### config.mk
export PLATFORM = sky130hd
export DESIGN_NAME = i2s_tx
export DESIGN_NICKNAME = d
export VERILOG_FILES = /design/src/rtl/i2s_tx.sv
export SDC_FILE = /design/constraint.sdc
export NUM_CORES = 1
export LEC_CHECK = 0
export BUFFER_PORTS_ARGS = -buffer_cell sky130_fd_sc_hd__buf_2
export CAP_MARGIN = 5
export CORE_MARGIN = 8
export CORE_UTILIZATION = 44
export DETAILED_ROUTE_END_ITERATION = 6
export HOLD_SLACK_MARGIN = 0.03
export PLACE_DENSITY = 0.66
export SYNTH_ARGS = -nofsm -noshare
export SYNTH_HDL_FRONTEND = slang
export SYNTH_SLANG_ARGS = --single-unit
### constraint.sdc
create_clock -name clk -period 3.05 [get_ports clk]
set_input_delay 0.7625 -clock clk [delete_from_list [all_inputs] [get_ports clk]]
set_output_delay 0.7625 -clock clk [all_outputs]
set_load 0.02 [all_outputs]
### src/rtl/i2s_tx.sv
// I2S transmitter: serialises each sample MSB-first into both the left and
// right slots, with a one-entry holding buffer and an underrun pulse.
module i2s_tx #(
    parameter int WIDTH   = 8,
    parameter int CLK_DIV = 4
) (
    input  logic             clk,
    input  logic             rst,
    input  logic [WIDTH-1:0] IN,
    input  logic             in_valid,
    output logic             in_ready,
    output logic             SCK,
    output logic             WS,
    output logic             SD,
    output logic             underrun
);
    localparam int PW = $clog2(2 * CLK_DIV);
    localparam int BW = $clog2(2 * WIDTH);

    localparam logic [PW-1:0] PH_LAST = PW'(2 * CLK_DIV - 1);
    localparam logic [PW-1:0] PH_HIGH = PW'(CLK_DIV);
    localparam logic [BW-1:0] B_LAST  = BW'(2 * WIDTH - 1);
    localparam logic [BW-1:0] B_SLOT  = BW'(WIDTH);

    logic [PW-1:0]    ph;
    logic [BW-1:0]    b;
    logic [WIDTH-1:0] word;
    logic [WIDTH-1:0] hold;
    logic             full;

    logic             ph_wrap;
    logic             load;
    logic             accept;
    logic [PW-1:0]    ph_next;
    logic [BW-1:0]    b_next;
    logic [BW-1:0]    pos;
    logic [WIDTH-1:0] aligned;
    logic             stream_bit;

    assign in_ready = ~full;

    always_comb begin
        ph_wrap = (ph == PH_LAST);
        load    = ph_wrap && (b == B_LAST);
        accept  = in_valid && !full;
        ph_next = ph_wrap ? '0 : ph + 1'b1;
        b_next  = b;
        if (ph_wrap) begin
            b_next = (b == B_LAST) ? '0 : b + 1'b1;
        end
        // Position inside the current slot; both slots send the word MSB-first.
        pos        = (b < B_SLOT) ? b : b - B_SLOT;
        aligned    = word << pos;
        stream_bit = aligned[WIDTH-1];
    end

    always_ff @(posedge clk) begin
        if (rst) begin
            ph       <= '0;
            b        <= '0;
            word     <= '0;
            hold     <= '0;
            full     <= 1'b0;
            SCK      <= 1'b0;
            WS       <= 1'b0;
            SD       <= 1'b0;
            underrun <= 1'b0;
        end else begin
            ph       <= ph_next;
            b        <= b_next;
            SCK      <= (ph_next >= PH_HIGH);
            WS       <= (b_next >= B_SLOT);
            underrun <= load && !full;
            // Bit b goes out during period b+1: the one-bit I2S delay.
            if (ph_wrap) begin
                SD <= stream_bit;
            end
            if (load) begin
                word <= full ? hold : '0;
                full <= 1'b0;
            end
            // An accept can only happen with the buffer empty, so it
            // refills the buffer even on a load edge.
            if (accept) begin
                hold <= IN;
                full <= 1'b1;
            end
        end
    end
endmodule

* After elaboration in Yosys (flattened, before gate mapping)
Index checks and enable logic that the tools add are counted.
** Word-level totals
- Bits in registers :: 28
- Bits of input ports :: 11
- Output and inout bits :: 5
- Word-level logic and storage cells :: 31
** Cells by class
- Add/subtract/negate cells :: 3
- Magnitude comparators :: 3
- Eq/ne operators :: 2
- Shift operators :: 1
- Multiplexer cells :: 7
- Bitwise gates (word level) :: 1
- Reduce and logical (&&, ||, !) cells :: 5
** Operators by type and width (count)
- 4-bit two-way mux :: 3
- 8-bit two-way mux :: 1
- 8-bit by 4-bit << shifter with 8-bit output :: 1
- 4-bit by 1-bit adder with 4-bit output, second input constant :: 1
- 4-bit equality test, second input constant :: 1
- 4-bit >= comparator, second input constant :: 1
- 4-bit less-than comparator, second input constant :: 1
- 4-bit subtractor, second input constant :: 1
- 3-bit by 1-bit adder with 3-bit output, second input constant :: 1
- 3-bit equality test, second input constant :: 1
- 3-bit >= comparator, second input constant :: 1
- 1-bit logical AND :: 3
- 3-bit two-way mux :: 1
- 1-bit two-way mux :: 2
- 2-bit nonzero test :: 1
- 1-bit zero test :: 1
- 1-bit inverter :: 1

* Longest topological paths before layout
Gate-level depths: netlist of run 1.
- Word-level depth :: 4
- Depth in mapped cells :: 7
- Gate-level depth less buffers :: 5

* Worst setup path after synthesis of run 1
Ideal clock, no wire load.
- Kind :: input to register
- Start :: in rst
- End :: reg word[0]
- Setup time :: 60 ps
- Arrival time :: 1539 ps
- Data required time :: 2990 ps
- Path slack :: 1450 ps
- Cell stages on the path :: 4
- Path buffers :: 2
- Path through :: buf_6 > a41oi_1 > clkbuf_1 > a22o_1
** RTL lines
- start, declared :: line 8 : input logic rst,
- end signal, assigned :: line 79 : word <= full ? hold : '0;
- end, declared :: line 27 : logic [WIDTH-1:0] word;

* Final worst setup path of run 1
- Start :: reg ph[0]
- End :: reg word[3]
** On the way
- Word-level cells in the longest chain between the ends :: 2
** RTL lines
- start, declared :: line 25 : logic [PW-1:0] ph;
- start signal, assigned :: line 69 : ph <= ph_next;
- 3-bit equality test :: line 43 : ph_wrap = (ph == PH_LAST);
- 1-bit logical AND :: line 44 : load = ph_wrap && (b == B_LAST);
Every way passes these cells.
A chain may end at the register's enable or synchronous reset.

==> flow_metrics.env, run 1 <==
export IMPL_synth_top_area_cell="dfxtp_1"
export IMPL_antenna_found_initial=0
export IMPL_synth_compound_area_share=0.1392
export IMPL_viasPerCell=4.943
export IMPL_ys_ff_latch=27
export IMPL_maxSlewHeadroom=0.3753
export IMPL_fin_crit_sh=0.6214
export IMPL_min_period_ns=1.895
export IMPL_vias=697
export IMPL_wl_per_cell_um=12.67
export IMPL_overflow=0
export IMPL_io_pins=16
export IMPL_setup_ws_ns=1.155
export IMPL_die_w_um=64.26
export IMPL_synth_nets=115
export IMPL_post_synth_cell_area_avg_um2=10.15
export IMPL_fillers=237
export IMPL_synthMuxAreaShare=0.05128
export IMPL_coreArea_um2=2212
export IMPL_place_gp_congestion=0.7559
export IMPL_clk_insertion_delay_late_ns=0.31
export IMPL_rsz0062_at_grt="false"
export IMPL_outcome="finished, final reports clean"
export IMPL_final_max_slew_viol_count=0
export IMPL_dp_worst_setup_slack_ns=1.027
export IMPL_path_buf_inv=0
export IMPL_drtIter0Drc=13
export IMPL_critPathLaunch="ph[0]"
export IMPL_min_path_type="reg2reg"
export IMPL_synthAdderAreaFrac=0.03663
export IMPL_synth_area_leaders="dfxtp_1, a22o_1, nand2_1, a21oi_1, ha_1"
export IMPL_numCtsBuffers=3
export IMPL_slowest_delay_ns=0.76
export IMPL_r2r_start="ph[0]"
export IMPL_yosysWarnings=0
export IMPL_async_reset_ff_frac=0
export IMPL_fin_setup_tns_ns=0
export IMPL_drt_antenna_violating_nets=0
export IMPL_power_switching_mw=0.1286
export IMPL_yosys_most_used_dff="dfxtp_1"
export IMPL_grt_pass1_vias=702
export IMPL_p_total_mw=0.5606
export IMPL_cts_sinks=27
export IMPL_worstHoldStart="ph[0]"
export IMPL_combPwrFrac=0.074
export IMPL_p_sw_frac=0.2294
export IMPL_worst_ep_arrival_time_ns=2.16
export IMPL_peakVddDrop_v=0.0002540
export IMPL_drc_errors=0
export IMPL_area_growth_pct=8.547
export IMPL_critPathMaxFanout=12
export IMPL_synth_cells=101
export IMPL_start_kind="flop"
export IMPL_endpoint_kind="flop"
export IMPL_yosysMostFrequentCell="dfxtp_1"
export IMPL_rows=17
export IMPL_grt_start_max_net_pins=20
export IMPL_fmax_mhz=527.6
export IMPL_placement_cell_area_um2=1086
export IMPL_start_util=0.4632
export IMPL_hold_violations=0
export IMPL_yosysTopAreaCellShare=0.5275
export IMPL_hpwl_um=1307
export IMPL_netlist_area_um2=1025
export IMPL_drt_total_wl_um=1786
export IMPL_fin_worst_skew_ns=0.003653
export IMPL_seqPwrFrac=0.662
export IMPL_cts_tree="built"
export IMPL_cts_buffer_depth=2
export IMPL_synth_common_cells="dfxtp_1, nand2_1, a21oi_1, a22o_1, clkbuf_1"
export IMPL_htreeDepth=1
export IMPL_crit_path_frequent_cell="ha_1"
export IMPL_portBuffers=15
export IMPL_p_leak_nw=0.4529
export IMPL_max_cap_violations=0
export IMPL_root_buffer="clkbuf_4"
export IMPL_required_ns=3.31
export IMPL_synth_edf_count=0
export IMPL_fin_util=0.5028
export IMPL_nets=128
export IMPL_drive_above_1_share=0.1770
export IMPL_clkTransAtPathRegs_ns=0.13
export IMPL_fin_area_um2=1112
export IMPL_antenna_cells=0
export IMPL_yosys_area_share_xor_xnor=0.02564
export IMPL_cp_top_family="compound AO/OA/AOI/OAI gates"
export IMPL_p_int_mw=0.4320
export IMPL_synth_simple_gate_area_frac=0.1648
export IMPL_criticalPathCategory="reg2reg"
export IMPL_power_frac_clock=0.263
export IMPL_track_usage=0.09634
export IMPL_path_cells="ha_1 > ha_1 > a41oi_1 > a22o_1"
export IMPL_postCtsHoldBufs=0
export IMPL_first_pass_iters=4
export IMPL_netlist_cell_type_count=25
export IMPL_post_cts_resize_count=0
export IMPL_die_area_um2=4129
export IMPL_slowest_stage="a41oi_1"
export IMPL_powerDensity_nw_per_um2=504.0
export IMPL_die_h_um=64.26
export IMPL_yosysSeqAreaShare=0.5275
export IMPL_grt_pass1_wl_um=3208
export IMPL_synth_top_family_by_area="simple AND/OR/NAND/NOR gates"
export IMPL_setup_viol=0
export IMPL_cts_setup_buffers=0
export IMPL_tightest_slew_ns=0.9248
-- power by group through the flow --
stage | sequential [mW] | clock [mW] | combinational (mW)
after floorplan | 0.379 | 0 | 0.0294
after global placement | 0.379 | 0 | 0.0394
after detailed placement | 0.379 | 0 | 0.0420
after CTS | 0.371 | 0.154 | 0.0424
after global routing | 0.373 | 0.166 | 0.0481
final | 0.371 | 0.148 | 0.0418
-- cell usage in the layout (no fill, tap or decap), drive strengths merged --
cell type	count
a21oi	8
a22o	8
a311oi	1
a32o	1
a41oi	1
and2	3
buf	15
clkbuf	4
dfxtp	27
ha	3
inv	2
mux2i	3
mux4	1
nand2	18
nand2b	1
nand3b	1
nand4	2
nor2	3
nor2b	3
nor3	3
o21ai	1
or2	1
xnor2	1
xor2	2
-- metal layers --
layer | global-route usage | up-vias | part of all wire
met5 | 0 | - | 0
met4 | 0.04087 | 0 | 0.0078
met3 | 0.02613 | 2 | 0.034
met2 | 0.1491 | 10 | 0.48
met1 | 0.1226 | 313 | 0.48
li1 | - | 372 | -
-- layout make-up --
class	instances	area (µm²)	area share
inverters	2	7.507	0.006749
flip-flops and latches	27	540.5	0.4859
multi-input cells	65	427.9	0.3847
well taps	28	35.03	0.03150
repair buffers	15	75.07	0.06749
clock buffers	4	26.28	0.02362
-- logic make-up (layout without fill, tap and decap cells) --
logic type / after synthesis / in the layout
AOI/OAI and AO/OA: 20 / 20
xor gates and xnor gates: 3 / 3
and+or+nand+nor: 35 / 35
buffers and inverters: 9 / 21
DFF: 27 / 27
adders and majority gates: 3 / 3
muxes: 4 / 4
-- flip-flops by register name, indices dropped and copies added (netlist names) --
signal / flops
ph: 2
b: 4
hold: 8
full: 1
SD: 1
underrun: 1
SCK: 1
word: 8
WS: 1
-- path summary, 6_finish.rpt --
check / endpoint / slack (ns) / cells after the start
max: word[3] / 1.15 / 4
min: ph[0] / 0.44 / 1
max reg2reg: word[3] / 1.15 / 4
min reg2reg: ph[0] / 0.44 / 1
-- through the flow --
| stage | hold slack [ns] | instances |
|---|---|---|
| after detailed placement | 0.4155 | 137 |
| after floorplan | 0.3977 | 101 |
| final | 0.4356 | 141 |
| after global placement | 0.4068 | 137 |
| after global routing | 0.4605 | 141 |
| after CTS | 0.4363 | 141 |
No activity file was read; power rests on OpenSTA's default activity.
==> inputs of run 2 (changes only) <==
- PLACE_DENSITY: 0.66 -> 0.69
- clock period: 3.05 -> 1.7 ns (I/O delays scaled with it)
==> run 2 against run 1 <==
Total power rose by 80%. First-iteration DRC count is 7.7% higher. Maximum frequency up 26%. Via count is 5.0% higher. Final area grew 3.4%. Routed wire length is 1.6% higher. Clock skew grew 0.00081 ns. Worst setup slack worse by 0.96 ns. Core utilization up 1.7 points. Final cell count grew 3.5%. Global-route usage shrank 0.22 points. Clock power increased by 77%. Critical path type unchanged. Highest routed layer unchanged.
==> flow_metrics.env, run 2 (same netlist as run 1, synthesis figures left out) <==
export IMPL_outcome="finished, final reports clean"
export IMPL_power_frac_clock=0.260
export IMPL_drt_antenna_violating_nets=0
export IMPL_wl_per_cell_um=12.43
export IMPL_critPathLaunch="ph[0]"
export IMPL_fmax_mhz=662.4
export IMPL_drive_above_1_share=0.2119
export IMPL_place_gp_congestion=0.7776
export IMPL_p_total_mw=1.011
export IMPL_grt_start_max_net_pins=15
export IMPL_min_period_ns=1.510
export IMPL_die_area_um2=4129
export IMPL_nets=133
export IMPL_reg2reg_slack_ns=0.19
export IMPL_grt_pass1_wl_um=3105
export IMPL_crit_path_frequent_cell="ha_1"
export IMPL_drtIter0Drc=14
export IMPL_worst_ep_arrival_time_ns=1.78
export IMPL_postCtsHoldBufs=0
export IMPL_critPathMaxFanout=8
export IMPL_drt_total_wl_um=1815
export IMPL_setup_viol=0
export IMPL_r2r_start="ph[0]"
export IMPL_clkTransAtPathRegs_ns=0.13
export IMPL_r2r_end="word[7]"
export IMPL_numCtsBuffers=3
export IMPL_grt_pass1_vias=729
export IMPL_max_cap_violations=0
export IMPL_reg_top3="hold x8, word x8, b x4"
export IMPL_path_cells="ha_1 > ha_1 > nand4_1 > nor3_2 > a22o_1"
export IMPL_post_cts_resize_count=0
export IMPL_io_pins=16
export IMPL_maxSlewHeadroom=0.6831
export IMPL_slowest_delay_ns=0.39
export IMPL_criticalPathCategory="reg2reg"
export IMPL_fin_setup_tns_ns=0
export IMPL_worstSetupEndpoint="word[7]"
export IMPL_cts_buffer_depth=2
export IMPL_reg2regPathDepth=5
export IMPL_start_kind="flop"
export IMPL_die_w_um=64.26
export IMPL_vias=732
export IMPL_p_int_mw=0.7809
export IMPL_final_cell_mix="dfxtp_1, nand2_1, buf_2, a22o_1, a21oi_1"
export IMPL_viasPerCell=5.014
export IMPL_crit_cells=5
export IMPL_drc_errors=0
export IMPL_coreArea_um2=2212
export IMPL_p_sw_frac=0.2274
export IMPL_slowest_stage="nor3_2"
export IMPL_root_buffer="clkbuf_4"
export IMPL_powerDensity_nw_per_um2=879.0
export IMPL_rsz0062_at_grt="false"
export IMPL_cp_top_family="simple AND/OR/NAND/NOR gates"
export IMPL_start_util=0.4632
export IMPL_tightest_slew_ns=0.4728
export IMPL_p_leak_nw=0.4784
export IMPL_hold_path_cell_count=3
export IMPL_hpwl_um=1383
export IMPL_peakVddDrop_v=0.0004774
export IMPL_path_buf_inv=0
export IMPL_track_usage=0.09414
export IMPL_antenna_cells=0
export IMPL_power_switching_mw=0.2298
export IMPL_clk_insertion_delay_late_ns=0.32
export IMPL_combPwrFrac=0.081
export IMPL_rows=17
export IMPL_die_h_um=64.26
export IMPL_hold_violations=0
export IMPL_cts_setup_buffers=0
export IMPL_required_ns=1.97
export IMPL_min_path_type="in2reg"
export IMPL_htreeDepth=1
export IMPL_area_growth_pct=12.21
export IMPL_seqPwrFrac=0.660
export IMPL_first_pass_iters=2
export IMPL_cts_tree="built"
export IMPL_fin_worst_skew_ns=0.004461
export IMPL_setup_ws_ns=0.1903
export IMPL_final_max_slew_viol_count=0
export IMPL_fin_crit_sh=0.8880
export IMPL_endpoint_kind="flop"
export IMPL_antenna_found_initial=0
export IMPL_layout_commonest_cell="dfxtp_1"
export IMPL_overflow=0
export IMPL_portBuffers=15
export IMPL_dp_worst_setup_slack_ns=0.2015
export IMPL_cts_sinks=27
==> run 2: cell types whose count changed in the layout (fill, tap and decap cells not counted), sizes merged <==
| cell | change |
|---|---|
| buf | +5 |
==> run 2: power by group through the flow <==
stage                     Combinational (mW)  Sequential, mW  Clock (mW)
after floorplan                       0.0527           0.679           0
after global placement                0.0787           0.680           0
after detailed placement              0.0815           0.681           0
after CTS                             0.0823           0.667       0.275
after global routing                  0.0932           0.670       0.300
final                                 0.0814           0.667       0.262
==> run 2: through the flow <==
step	std cells	cell area [µm²]	hold WS, ns	util
3_3_place_gp	142	1124	0.4063	0.5079
2_1_floorplan	101	1025	0.3977	-
5_1_grt	146	1150	0.3159	0.5198
3_5_place_dp	142	1124	0.4308	0.5079
6_report	146	1150	0.3259	0.5198
4_1_cts	146	1150	0.3152	0.5198
==> run 2: how the worst min path moves through the flow <==
stage,startpoint,to,slack (ns)
after floorplan,ph[0],ph[0],0.40
after CTS,IN[1],hold[1],0.32
after global placement,ph[0],ph[0],0.41
after global routing,IN[6],hold[6],0.32
after detailed placement,ph[0],ph[0],0.43
final,IN[1],hold[1],0.33
==> run 2: layout make-up <==
cell class	instances	area [µm²]
fillers	215	1062
inverters	2	7.507
flip-flops and latches	27	540.5
repair buffers	20	112.6
multi-input cells	65	427.9
well taps	28	35.03
clock buffers	4	26.28
==> run 2: routing by layer <==
layer | track usage | share of wire | vias up
li1 | - | - | 383
met1 | 0.1011 | 0.47 | 333
met2 | 0.1553 | 0.47 | 12
met3 | 0.03310 | 0.037 | 4
met4 | 0.05722 | 0.022 | 0
met5 | 0 | 0 | -
==> run 2: worst register-to-register path: stages, from the launching register on <==
cell	delay (ns)
dfxtp_1	0.36
ha_1	0.15
ha_1	0.21
nand4_1	0.14
nor3_2	0.39
a22o_1	0.20
